### src/rtl/lda_cmd_master.sv
`default_nettype none
// +----------------------------------------------------------------------------+
// | lda_cmd_master : Avalon-MM master issuing line-draw register sequences      |
// | Revision 1.0                                                                |
// +----------------------------------------------------------------------------+
module lda_cmd_master #(
  parameter int POLL_MODE = 1,
  parameter int POLL_GAP  = 4,
  parameter int CNT_W     = 16
) (
  input  logic             clk,
  input  logic             reset,
  input  logic             cmd_valid,
  output logic             cmd_ready,
  input  logic [8:0]       cmd_x0,
  input  logic [7:0]       cmd_y0,
  input  logic [8:0]       cmd_x1,
  input  logic [7:0]       cmd_y1,
  input  logic [2:0]       cmd_colour,
  output logic [2:0]       avm_address,
  output logic             avm_read,
  output logic             avm_write,
  output logic [31:0]      avm_writedata,
  input  logic [31:0]      avm_readdata,
  input  logic             avm_waitrequest,
  output logic             busy,
  output logic             line_done,
  output logic [CNT_W-1:0] lines_done
);

  localparam int c_gap_w = (POLL_GAP > 1) ? $clog2(POLL_GAP) : 1;
  localparam logic [c_gap_w-1:0] c_gap_last = c_gap_w'((POLL_GAP > 0) ? POLL_GAP - 1 : 0);
  localparam logic c_mode_bit = (POLL_MODE != 0);

  typedef enum logic [3:0] {
    ST_INIT     = 4'd0,
    ST_IDLE     = 4'd1,
    ST_WR_P0    = 4'd2,
    ST_WR_P1    = 4'd3,
    ST_WR_COL   = 4'd4,
    ST_WR_START = 4'd5,
    ST_GAP      = 4'd6,
    ST_RD_STAT  = 4'd7,
    ST_FINISH   = 4'd8
  } state_t;

  state_t             state_q, state_d;
  logic [c_gap_w-1:0] gap_q, gap_d;
  logic [CNT_W-1:0]   lines_q, lines_d;
  logic [8:0]         cmd_x0_q, cmd_x0_d, cmd_x1_q, cmd_x1_d;
  logic [7:0]         cmd_y0_q, cmd_y0_d, cmd_y1_q, cmd_y1_d;
  logic [2:0]         cmd_col_q, cmd_col_d;
  logic               avm_write_q, avm_write_d;
  logic               avm_read_q, avm_read_d;
  logic [2:0]         avm_address_q, avm_address_d;
  logic [31:0]        avm_writedata_q, avm_writedata_d;

  logic w_wr_done;
  logic w_rd_done;
  logic w_unused_rd;

  assign w_wr_done   = avm_write_q && !avm_waitrequest;
  assign w_rd_done   = avm_read_q && !avm_waitrequest;
  assign w_unused_rd = ^avm_readdata[31:1];

  always_comb begin
    state_d   = state_q;
    gap_d     = gap_q;
    lines_d   = lines_q;
    cmd_x0_d  = cmd_x0_q;
    cmd_y0_d  = cmd_y0_q;
    cmd_x1_d  = cmd_x1_q;
    cmd_y1_d  = cmd_y1_q;
    cmd_col_d = cmd_col_q;

    case (state_q)
      ST_INIT:     if (w_wr_done) state_d = ST_IDLE;
      ST_IDLE: begin
        if (cmd_valid) begin
          cmd_x0_d  = cmd_x0;
          cmd_y0_d  = cmd_y0;
          cmd_x1_d  = cmd_x1;
          cmd_y1_d  = cmd_y1;
          cmd_col_d = cmd_colour;
          state_d   = ST_WR_P0;
        end
      end
      ST_WR_P0:    if (w_wr_done) state_d = ST_WR_P1;
      ST_WR_P1:    if (w_wr_done) state_d = ST_WR_COL;
      ST_WR_COL:   if (w_wr_done) state_d = ST_WR_START;
      ST_WR_START: begin
        // In stall mode the slave holds this write until the draw is over
        if (w_wr_done) begin
          if (!c_mode_bit) begin
            state_d = ST_FINISH;
          end else if (POLL_GAP == 0) begin
            state_d = ST_RD_STAT;
          end else begin
            state_d = ST_GAP;
            gap_d   = '0;
          end
        end
      end
      ST_GAP: begin
        if (gap_q == c_gap_last) state_d = ST_RD_STAT;
        else                     gap_d   = gap_q + 1'b1;
      end
      ST_RD_STAT: begin
        if (w_rd_done) begin
          if (!avm_readdata[0]) begin
            state_d = ST_FINISH;
          end else if (POLL_GAP == 0) begin
            state_d = ST_RD_STAT;
          end else begin
            state_d = ST_GAP;
            gap_d   = '0;
          end
        end
      end
      ST_FINISH: begin
        lines_d = lines_q + 1'b1;
        state_d = ST_IDLE;
      end
      default: state_d = ST_INIT;
    endcase

    // Strobes are decoded from the next state so they are valid on entry
    avm_write_d     = 1'b0;
    avm_read_d      = 1'b0;
    avm_address_d   = 3'd0;
    avm_writedata_d = 32'd0;
    case (state_d)
      ST_INIT: begin
        avm_write_d     = 1'b1;
        avm_writedata_d = {31'd0, c_mode_bit};
      end
      ST_WR_P0: begin
        avm_write_d     = 1'b1;
        avm_address_d   = 3'd3;
        avm_writedata_d = {15'd0, cmd_y0_d, cmd_x0_d};
      end
      ST_WR_P1: begin
        avm_write_d     = 1'b1;
        avm_address_d   = 3'd4;
        avm_writedata_d = {15'd0, cmd_y1_d, cmd_x1_d};
      end
      ST_WR_COL: begin
        avm_write_d     = 1'b1;
        avm_address_d   = 3'd5;
        avm_writedata_d = {29'd0, cmd_col_d};
      end
      ST_WR_START: begin
        avm_write_d   = 1'b1;
        avm_address_d = 3'd2;
      end
      ST_RD_STAT: begin
        avm_read_d    = 1'b1;
        avm_address_d = 3'd1;
      end
      default: ;
    endcase
  end

  always_ff @(posedge clk) begin
    if (!reset) begin
      state_q         <= ST_INIT;
      gap_q           <= '0;
      lines_q         <= '0;
      cmd_x0_q        <= '0;
      cmd_y0_q        <= '0;
      cmd_x1_q        <= '0;
      cmd_y1_q        <= '0;
      cmd_col_q       <= '0;
      avm_write_q     <= 1'b0;
      avm_read_q      <= 1'b0;
      avm_address_q   <= '0;
      avm_writedata_q <= '0;
    end else begin
      state_q         <= state_d;
      gap_q           <= gap_d;
      lines_q         <= lines_d;
      cmd_x0_q        <= cmd_x0_d;
      cmd_y0_q        <= cmd_y0_d;
      cmd_x1_q        <= cmd_x1_d;
      cmd_y1_q        <= cmd_y1_d;
      cmd_col_q       <= cmd_col_d;
      avm_write_q     <= avm_write_d;
      avm_read_q      <= avm_read_d;
      avm_address_q   <= avm_address_d;
      avm_writedata_q <= avm_writedata_d;
    end
  end

  assign cmd_ready     = (state_q == ST_IDLE);
  assign busy          = (state_q != ST_IDLE) && (state_q != ST_INIT);
  assign line_done     = (state_q == ST_FINISH);
  assign lines_done    = lines_q;
  assign avm_write     = avm_write_q;
  assign avm_read      = avm_read_q;
  assign avm_address   = avm_address_q;
  assign avm_writedata = avm_writedata_q;

endmodule
`default_nettype wire

### config.mk
export PLATFORM = sky130hd
export DESIGN_NAME = lda_cmd_master
export DESIGN_NICKNAME = d
export VERILOG_FILES = /design/src/rtl/lda_cmd_master.sv
export SDC_FILE = /design/constraint.sdc
export NUM_CORES = 1
export LEC_CHECK = 0
export ABC_AREA = 1
export CAP_MARGIN = 20
export CORE_ASPECT_RATIO = 1.2
export CORE_MARGIN = 2
export CORE_UTILIZATION = 48
export CTS_CLUSTER_DIAMETER = 30
export DETAILED_ROUTE_END_ITERATION = 10
export PLACE_DENSITY = 0.88
export SLEW_MARGIN = 40
export SYNTH_ARGS = -nofsm -noshare
export SYNTH_HDL_FRONTEND = slang
export SYNTH_SLANG_ARGS = --single-unit
### constraint.sdc
create_clock -name clk -period 4.3 [get_ports clk]
set_input_delay 1.29 -clock clk [delete_from_list [all_inputs] [get_ports clk]]
set_output_delay 1.29 -clock clk [all_outputs]
set_load 0.01 [all_outputs]
[After elaboration in Yosys (flattened, before gate mapping)]
Cells that the tools add are included.
Storage, ports and cells
  output and inout port bits: 56
  register bits: 96
Operators by class
  reductions and logical operators: 10
  equality and inequality tests: 19
  muxes and demuxes: 29
  add/sub/neg operators: 2
Operator list (count)
  $pmux W17 S4: 1
  $mux W4: 9
  $mux W9: 4
  $pmux W4 S9: 1
  $mux W8: 4
  $eq A4 B3 Y1 const B: 7
  $add A16 B1 Y16 const B: 1
  $eq A4 B2 Y1 const B: 4
  $pmux W3 S5: 1
  $logic_not A4 Y1: 2
  $mux W2: 4
  $ne A2 B2 Y1 const B: 4
  $mux W3: 2
  $pmux W2 S3: 1
  $reduce_and A5 Y1: 1
  $reduce_or A5 Y1: 1
  $eq A4 B1 Y1 const B: 1
  $eq A4 B4 Y1 const B: 1
  $ne A4 B1 Y1 const B: 1
  $reduce_bool A4 Y1: 1
  $logic_and A1 B1 Y1: 3
  $reduce_bool A3 Y1: 1
  $add A2 B1 Y2 const B: 1
  $eq A2 B2 Y1 const B: 1
  2 further kinds: 3

[Longest topological paths before layout]
Gate-level depths: netlist of run 1.
  depth after elaboration: 7
  depth in mapped cells: 12
  depth with buffers taken out: 12

[Worst setup path after synthesis of run 1]
No wires, ideal clock.
  kind: input port to flip-flop
  start point: input avm_waitrequest
  end point: register avm_writedata_q[10], in the netlist avm_writedata[10]
  path slack: 1.771 ns
  library setup time: 0.115 ns
  cell stages on the path: 11
  data required time: 4.185 ns
  path buffers: 1
  arrival: 2.415 ns
  cells stage by stage: inv_1 > nand2_1 > nand2_1 > nand2_1 > nand2_1 > nor2_2 > nand3_4 > nand2_2 > buf_4 > nor2_1 > o21a_1
On the way
  longest elaborated chain between the ends: 6
  elaborated cells on any way between the ends: 15
  those cells by class: 3 x eq/ne; 8 x mux; 4 x reduce/logical
RTL lines
  start: declaration: RTL line 25  | input logic avm_waitrequest,
  $logic_not A1 Y1 *: RTL line 62, 63
  $logic_and A1 B1 Y1 (on tied branches): RTL line 63, 62
  $mux W4 (tied with other cells): RTL line 109  | if (w_rd_done) begin
  $pmux W4 S9 *: RTL line 76  | case (state_q)
  $eq A4 B3 Y1 (tied with other cells): RTL line 132  | case (state_d)
  $pmux W17 S4 *: RTL line 132
  end signal: assignment: RTL line 190  | avm_writedata_q <= avm_writedata_d;
  end: declaration: RTL line 56  | logic [31:0] avm_writedata_q, avm_writedata_d;
Every way passes the cells marked *; elsewhere a longest branch is shown, timed or not.
A chain may end at the register's enable or synchronous reset.

[Worst setup path in the final report of run 1]
  start point: register state_q[1]
  end point: output line_done
On the way
  longest elaborated chain between the ends: 1
RTL lines
  start: declaration: RTL line 47  | state_t state_q, state_d;
  start signal: assignment: RTL line 179  | state_q <= state_d;
  $eq A4 B4 Y1: RTL line 196  | assign line_done = (state_q == ST_FINISH);
  end: declaration: RTL line 27  | output logic line_done,
Every way passes these cells.

==> results.md, run 1 <==
- Largest area contributor in the netlist: dfxtp_1
- Synthesized area: 3566 um^2
- Worst-Skew Late Latency: 0.36 ns
- Worst ir drop on vdd: 0.2888 mV
- CTS max path bufs: 2
- Critical path's largest stage delay: 0.56 ns
- Area grow syn2layout: 28.84%
- Outcome: finished, final reports clean
- Die ar.: between 8000 and 9000 um^2
- Slowest stage cell, crit path: clkdlybuf4s50_1
- Worst Path Arrival: roughly 2.0 ns
- Largest net degree at the start of global routing: 38
- NumNets Final: 608
- Final setup viols: 0
- Routed vias/inst: 5.124
- Root buffer cell: clkbuf_8
- Syn Area/Cell: 7.889 um^2
- Initial Util: between 40% and 50%
- First-pass DRT Iterations: 6
- WL/cell: 12.79 um
- Routability cong.: 0.9281
- Async SR Flop Fraction: 0%
- HP Class: reg -> reg
- Core area: just over 7000 um^2
- Worst Skew: 0.007556 ns
- R2r setup slk: 2.30 ns
- Worst-path fanout max: 11
- Slew headroom: 62.36%
- Reg-to-Reg Start: state_q[1]
- Share of the synthesized area in the top cell type: 45.47%
- Tot GR Track Use: between 20% and 30%
- Kind of critical path: reg -> out
- IO Port Bufs: 82
- Main flop type after synthesis: dfxtp_1
- Final global-route overflow total: 0
- Yosys reg bits: 81
- Synth cell types: 38
- CTS tree: built
- Max Clk Rate: 305.5 MHz
- Postcts setup bufs: 0
- Critical Path Source: state_q[1]
- I/O pins: 129
- PwrDens: 440.7 nW/um^2
- Hold path start: cmd_x1_q[2]
- Hold buffer count at cts: 0
- ANT cells: 0
- Critical path endpoint category: output port
- R2r endpoint: avm_writedata[6]
- CP top delay family: buffers and inverters
- Max_cap viols: 0
- Leak: 0.002052 uW
- # DRC: 0
- DIE HEIGHT: just under 100 um
- Top-count cell post-synth: nor2_1
- Ys Warns: 0
- Final ANT Viol Nets: 0
- Vias in the first global route: 3014
- Post-detail-place hpwl: 5.722 mm
- Setup TNS: 0 ns
- Area after DPL: 4384 um^2
- Seq/Total Area, Yosys: between 40% and 50%
- WHS Endpoint: cmd_x1_q[2]
- Post-synthesis cell count: 452
- CP cell instances: nor2_1 -> nand3_1 -> buf_4 -> clkinv_1 -> clkdlybuf4s50_1
- Final Hold Viols: 0
- DR vias: 3218
- CTS Buf Count: 9
- Initial drt markers: 221
- RSZ-0062 raised after global routing: no
- Largest cells by area after synthesis: dfxtp_1 45%, nor2_1 9.3%, nand2_1 8.1%, mux2i_1 7.9%, buf_4 3.8%
- Final instance area: approximately 4600 um^2
- Hold Path Cell Cnt: 2
- Critical path buffers and inverters: 3
- Post_cts resized: 0
- Critical path depth: 5
- H-tree depth: 3
- Worst Tran Pin Value: 0.5594 ns
- Initial antenna violation count: 0
- Period minus WS final: about 3.3 ns
- Reg2Reg Depth: 9
- Drt total wl: 8.029 mm
- Final Slew Violations: 0
- Critical Path RT: 3.01 ns
- Die W: 82.68 um
- Share of cells above drive strength 1: 6.134%
- Final period util: about 76%
- Global-route wire length before repair: 13.07 mm
- Synth cell count leaders: 88 x nor2_1, 81 x dfxtp_1, 77 x nand2_1
- Setup crit start kind: register
- Clock Sinks: 81
- Row count: 34
- Post-synth EDFFs: 0
- Clock slew at reported path FFs: 0.08 ns
-- cells by family (layout without fill, tap and decap cells) --
group	after synthesis	after routing	share of synthesized area [%]
multiplexers	28	28	7.860
other	1	15	0.1052
flip-flops	81	81	45.47
buffers and inverters	62	134	8.912
AO/OA/AOI/OAI	45	45	7.474
adder cells (fa/ha/maj)	2	2	0.7016
AND/OR/NAND/NOR	227	227	28.00
XOR/XNOR	6	6	1.474
-- placed cells by master, fill, tap and decap left out, drive strengths merged, types with 2 or more instances in the layout --
cell type | Yosys | layout
ha | 2 | 2
xor2 | 4 | 4
inv | 29 | 29
xnor2 | 2 | 2
nand4 | 5 | 5
nand2 | 80 | 80
bufinv | 0 | 2
nand3b | 3 | 3
o21a | 14 | 14
o21ai | 7 | 7
dfxtp | 81 | 81
nand3 | 29 | 29
clkinv | 3 | 6
clkdlybuf4s50 | 0 | 82
nor3 | 11 | 11
buf | 23 | 4
mux2i | 28 | 28
clkbuf | 7 | 10
nor4 | 2 | 2
conb | 1 | 15
nor2 | 93 | 93
a21oi | 21 | 21
-- area by class of cell --
class                      instances  area, um^2
clock buffer                      10       127.6
clock inverter                     6       82.58
fill                             620        2638
inverter                          32       120.1
multi-input combinational        323        1679
sequential                        81        1622
tap                               90       112.6
timing repair buffer              86       850.8
-- power by group --
part	total, uW	switching (uW)	internal (uW)
clock	592	268	324
combinational	576	353	223
sequential	856	31.7	825
total	2020	653	1370
-- how the worst max path moves through the flow --
stage                         to  slack, ns
2_1_floorplan  avm_writedata[10]       1.77
3_3_place_gp    avm_writedata[6]       1.13
3_5_place_dp    avm_writedata[6]       1.07
4_1_cts                line_done       1.04
5_1_grt                line_done       0.95
6_report               line_done       1.03
-- per-stage QoR --
stage          hold slack, ns  total power, uW  util, %  worst slack, ns  instances
2_1_floorplan          0.4482             1285        -            1.771        466
3_3_place_gp           0.4563             1423    60.62            1.130        612
3_5_place_dp           0.4638             1445    60.62            1.074        612
4_1_cts                0.4757             2038    63.53            1.040        628
5_1_grt                0.5028             2136    63.53           0.9473        628
6_report               0.4776             2025    63.53            1.027        628
-- flip-flops by register name (all words and copies together) (netlist names), 4 cells and up --
name	count
cmd_x0_q	9
state_q	4
cmd_y0_q	8
cmd_y1_q	8
avm_writedata	17
lines_done	16
cmd_x1_q	9
-- metal layers --
layer	up-vias	part of all wire [%]	GRT usage (%)
li1	1597	-	-
met1	1469	39	24.09
met2	132	52	35.11
met3	20	6.6	5.495
met4	0	2.5	9.710
met5	-	0	0
-- worst min-delay path, cell delays in order (launching register included) --
cell     delay (ns)
dfxtp_1        0.30
nand2_1        0.07
a21oi_1        0.06
Note: power is estimated with default switching activity, not from simulation.
==> inputs of run 2 (changes only) <==
--- a/config.mk
+++ b/config.mk
@@ -9,10 +9,10 @@
 export CAP_MARGIN = 20
 export CORE_ASPECT_RATIO = 1.2
 export CORE_MARGIN = 2
-export CORE_UTILIZATION = 48
+export CORE_UTILIZATION = 40
 export CTS_CLUSTER_DIAMETER = 30
 export DETAILED_ROUTE_END_ITERATION = 10
-export PLACE_DENSITY = 0.88
+export PLACE_DENSITY = 0.79
 export SLEW_MARGIN = 40
 export SYNTH_ARGS = -nofsm -noshare
 export SYNTH_HDL_FRONTEND = slang
==> constraint.sdc (replaced) <==
create_clock -name clk -period 2.99 [get_ports clk]
set_input_delay 0.897 -clock clk [delete_from_list [all_inputs] [get_ports clk]]
set_output_delay 0.897 -clock clk [all_outputs]
set_load 0.01 [all_outputs]
==> results.md, run 2 (synthesized netlist as in run 1, its figures left out) <==
- Slew headroom: 63.20% (was 62.36%)
- Initial drt markers: 151 (was 221)
- Final global-route overflow total: 0 (unchanged)
- Reg-to-Reg Start: state_q[1] (unchanged)
- Hold Path Cell Cnt: 2 (unchanged)
- Setup crit start kind: register (unchanged)
- Clock Sinks: 81 (unchanged)
- First-pass DRT Iterations: 4 (was 6)
- Core area: 8611 um^2 (was 7232 um^2)
- # DRC: 0 (unchanged)
- Drt total wl: 7.941 mm (was 8.029 mm)
- Hold buffer count at cts: 0 (unchanged)
- WHS Endpoint: cmd_x1_q[2] (unchanged)
- Final Hold Viols: 0 (unchanged)
- Routability cong.: 0.8624 (was 0.9281)
- Worst-Skew Late Latency: 0.35 ns (was 0.36 ns)
- Worst ir drop on vdd: 0.4455 mV (was 0.2888 mV)
- Setup TNS: 0 ns (unchanged)
- Post-Place Cells: 640 (was 612)
- Share of cells above drive strength 1: 6.308% (was 6.134%)
- DIE HEIGHT: 107.4 um (was 98.42 um)
- Final period util: 89.51%
- Worst-path fanout max: 8 (was 11)
- Die W: 90.19 um (was 82.68 um)
- Leak: 0.002074 uW (was 0.002052 uW)
- Most common cell after layout, fill and taps aside: nor2_1 (unchanged)
- P_int: 2089 uW (was 1372 uW)
- Fin worst setup slack: 0.3136 ns (was 1.027 ns)
- R2r endpoint: avm_writedata[7] (was avm_writedata[6])
- Register area: 1622 um^2 (unchanged)
- DR vias: 3146 (was 3218)
- Reg2Reg Depth: 9 (unchanged)
- Postcts setup bufs: 0 (unchanged)
- Seq pwr share: 40.7% (was 42.3%)
- R2r setup slk: 0.94 ns (was 2.30 ns)
- Largest net degree at the start of global routing: 54 (was 38)
- Area grow syn2layout: 31.30% (was 28.84%)
- Max Clk Rate: 373.6 MHz
- PwrDens: 642.9 nW/um^2 (was 440.7 nW/um^2)
- CP top delay family: buffers and inverters (unchanged)
- Vias in the first global route: 2858 (was 3014)
- Fillers: 818 (was 620)
- Critical path buffers and inverters: 2 (was 3)
- Max FFs per register: 17 (unchanged)
- Tot GR Track Use: 16.48% (was 20.81%)
- CTS Buf Count: 9 (unchanged)
- Critical Path RT: 2.09 ns (was 3.01 ns)
- Post-detail-place hpwl: 5.618 mm (was 5.722 mm)
- Critical path endpoint category: output port (unchanged)
- Hold path start: cmd_x1_q[2] (unchanged)
- Worst Path Arrival: 1.78 ns (was 1.98 ns)
- Initial Util: 41.41% (was 49.31%)
- Finished Layout Cells: 656 (was 628)
- ANT cells: 0 (unchanged)
- CP cell instances: nor2_1 -> nand3_1 -> clkinv_1 -> clkdlybuf4s50_1 (was nor2_1 -> nand3_1 -> buf_4 -> clkinv_1 -> clkdlybuf4s50_1)
- Dpl ws: 0.1106 ns (was 1.074 ns)
- Row count: 37 (was 34)
- IO Port Bufs: 82 (unchanged)
- CTS tree: built (unchanged)
- H-tree depth: 3 (unchanged)
- Final ANT Viol Nets: 0 (unchanged)
- RSZ-0062 raised after global routing: no (unchanged)
- Period minus WS final: around 2.7 ns
- Worst Skew: 0.01004 ns (was 0.007556 ns)
- Post_cts resized: 0 (unchanged)
- NumNets Final: 609 (was 608)
- Final Slew Violations: 0 (unchanged)
- Global-route wire length before repair: 12.89 mm (was 13.07 mm)
- Sw Ratio: 30.61% (was 32.24%)
- Root buffer cell: clkbuf_8 (unchanged)
- Clock Power Share: 31.9% (was 29.3%)
- Final setup viols: 0 (unchanged)
- CTS max path bufs: 2 (unchanged)
- Slowest stage cell, crit path: clkdlybuf4s50_1 (unchanged)
- Initial antenna violation count: 0 (unchanged)
- Die ar.: 9689 um^2 (was 8137 um^2)
- Worst Tran Pin Value: 0.5496 ns (was 0.5594 ns)
- NetSw: 921.5 uW (was 652.8 uW)
- Critical path's largest stage delay: 0.57 ns (was 0.56 ns)
- Max_cap viols: 0 (unchanged)
- WL/cell: 12.11 um (was 12.79 um)
- Power share of the combinational group: 27.4% (was 28.4%)
- Routed vias/inst: 4.796 (was 5.124)
- Multi-input logic area: 1679 um^2 (unchanged)
- Outcome: finished, final reports clean (unchanged)
- Commonest non-fill, non-tap cells in the layout: 88 x nor2_1, 82 x clkdlybuf4s50_1, 81 x dfxtp_1, 77 x nand2_1, 28 x mux2i_1 (unchanged)
- I/O pins: 129 (unchanged)
- Clock slew at reported path FFs: 0.08 ns (about the same)
- Kind of critical path: reg -> out (unchanged)
- HP Class: reg -> reg (unchanged)
[run 2: layout make-up]
type	count	share of cell area, %
Multi-Input combinational cell	323	35.86
Inverter	32	2.565
Tap cell	117	3.127
Clock buffer	11	3.020
Sequential cell	81	34.63
Timing Repair Buffer	87	18.60
Clock inverter	5	2.191
[run 2: worst min-delay path, delay by kind of cell (launching register included)]
| kind | cells | cell delay [ns] |
|---|---|---|
| flip-flops | 1 | 0.30 |
| AO/OA/AOI/OAI | 1 | 0.06 |
| AND/OR/NAND/NOR | 1 | 0.07 |
[run 2: power groups by stage]
| stage | Sequential, uW | Clock, uW | Combinational, uW |
|---|---|---|---|
| 6_report | 1220 | 961 | 826 |
| 2_1_floorplan | 1260 | 0 | 589 |
| 3_3_place_gp | 1250 | 0 | 820 |
| 5_1_grt | 1240 | 1040 | 914 |
| 3_5_place_dp | 1250 | 0 | 828 |
| 4_1_cts | 1230 | 987 | 833 |
[run 2: how the worst max path moves through the flow]
stage / from / end / slack [ns] / cells past startpoint
final: state_q[1] / line_done / 0.31 / 4
after global routing: state_q[1] / line_done / 0.20 / 4
after CTS: state_q[1] / line_done / 0.27 / 4
after detailed placement: avm_waitrequest / avm_writedata[15] / 0.11 / 10
after global placement: avm_waitrequest / avm_writedata[15] / 0.15 / 11
after floorplan: avm_waitrequest / avm_writedata[10] / 0.85 / 11
[run 2: through the flow]
stage / hold WS (ns) / utilization [%] / power (uW) / instance area [um^2]
2_1_floorplan: 0.4482 / - / 1848 / 3618
6_report: 0.4743 / 54.37 / 3010 / 4682
5_1_grt: 0.4996 / 54.37 / 3187 / 4682
3_3_place_gp: 0.4568 / 51.54 / 2066 / 4438
3_5_place_dp: 0.4654 / 51.54 / 2078 / 4438
4_1_cts: 0.4784 / 54.37 / 3045 / 4682
[run 2: layer usage]
metal | vias up | global-route usage [%] | share of wire (%)
met1 | 1446 | 19.58 | 43
met2 | 95 | 28.57 | 50
li1 | 1598 | - | -
met3 | 7 | 4.972 | 6.3
met5 | - | 0 | 0
met4 | 0 | 5.275 | 0.88
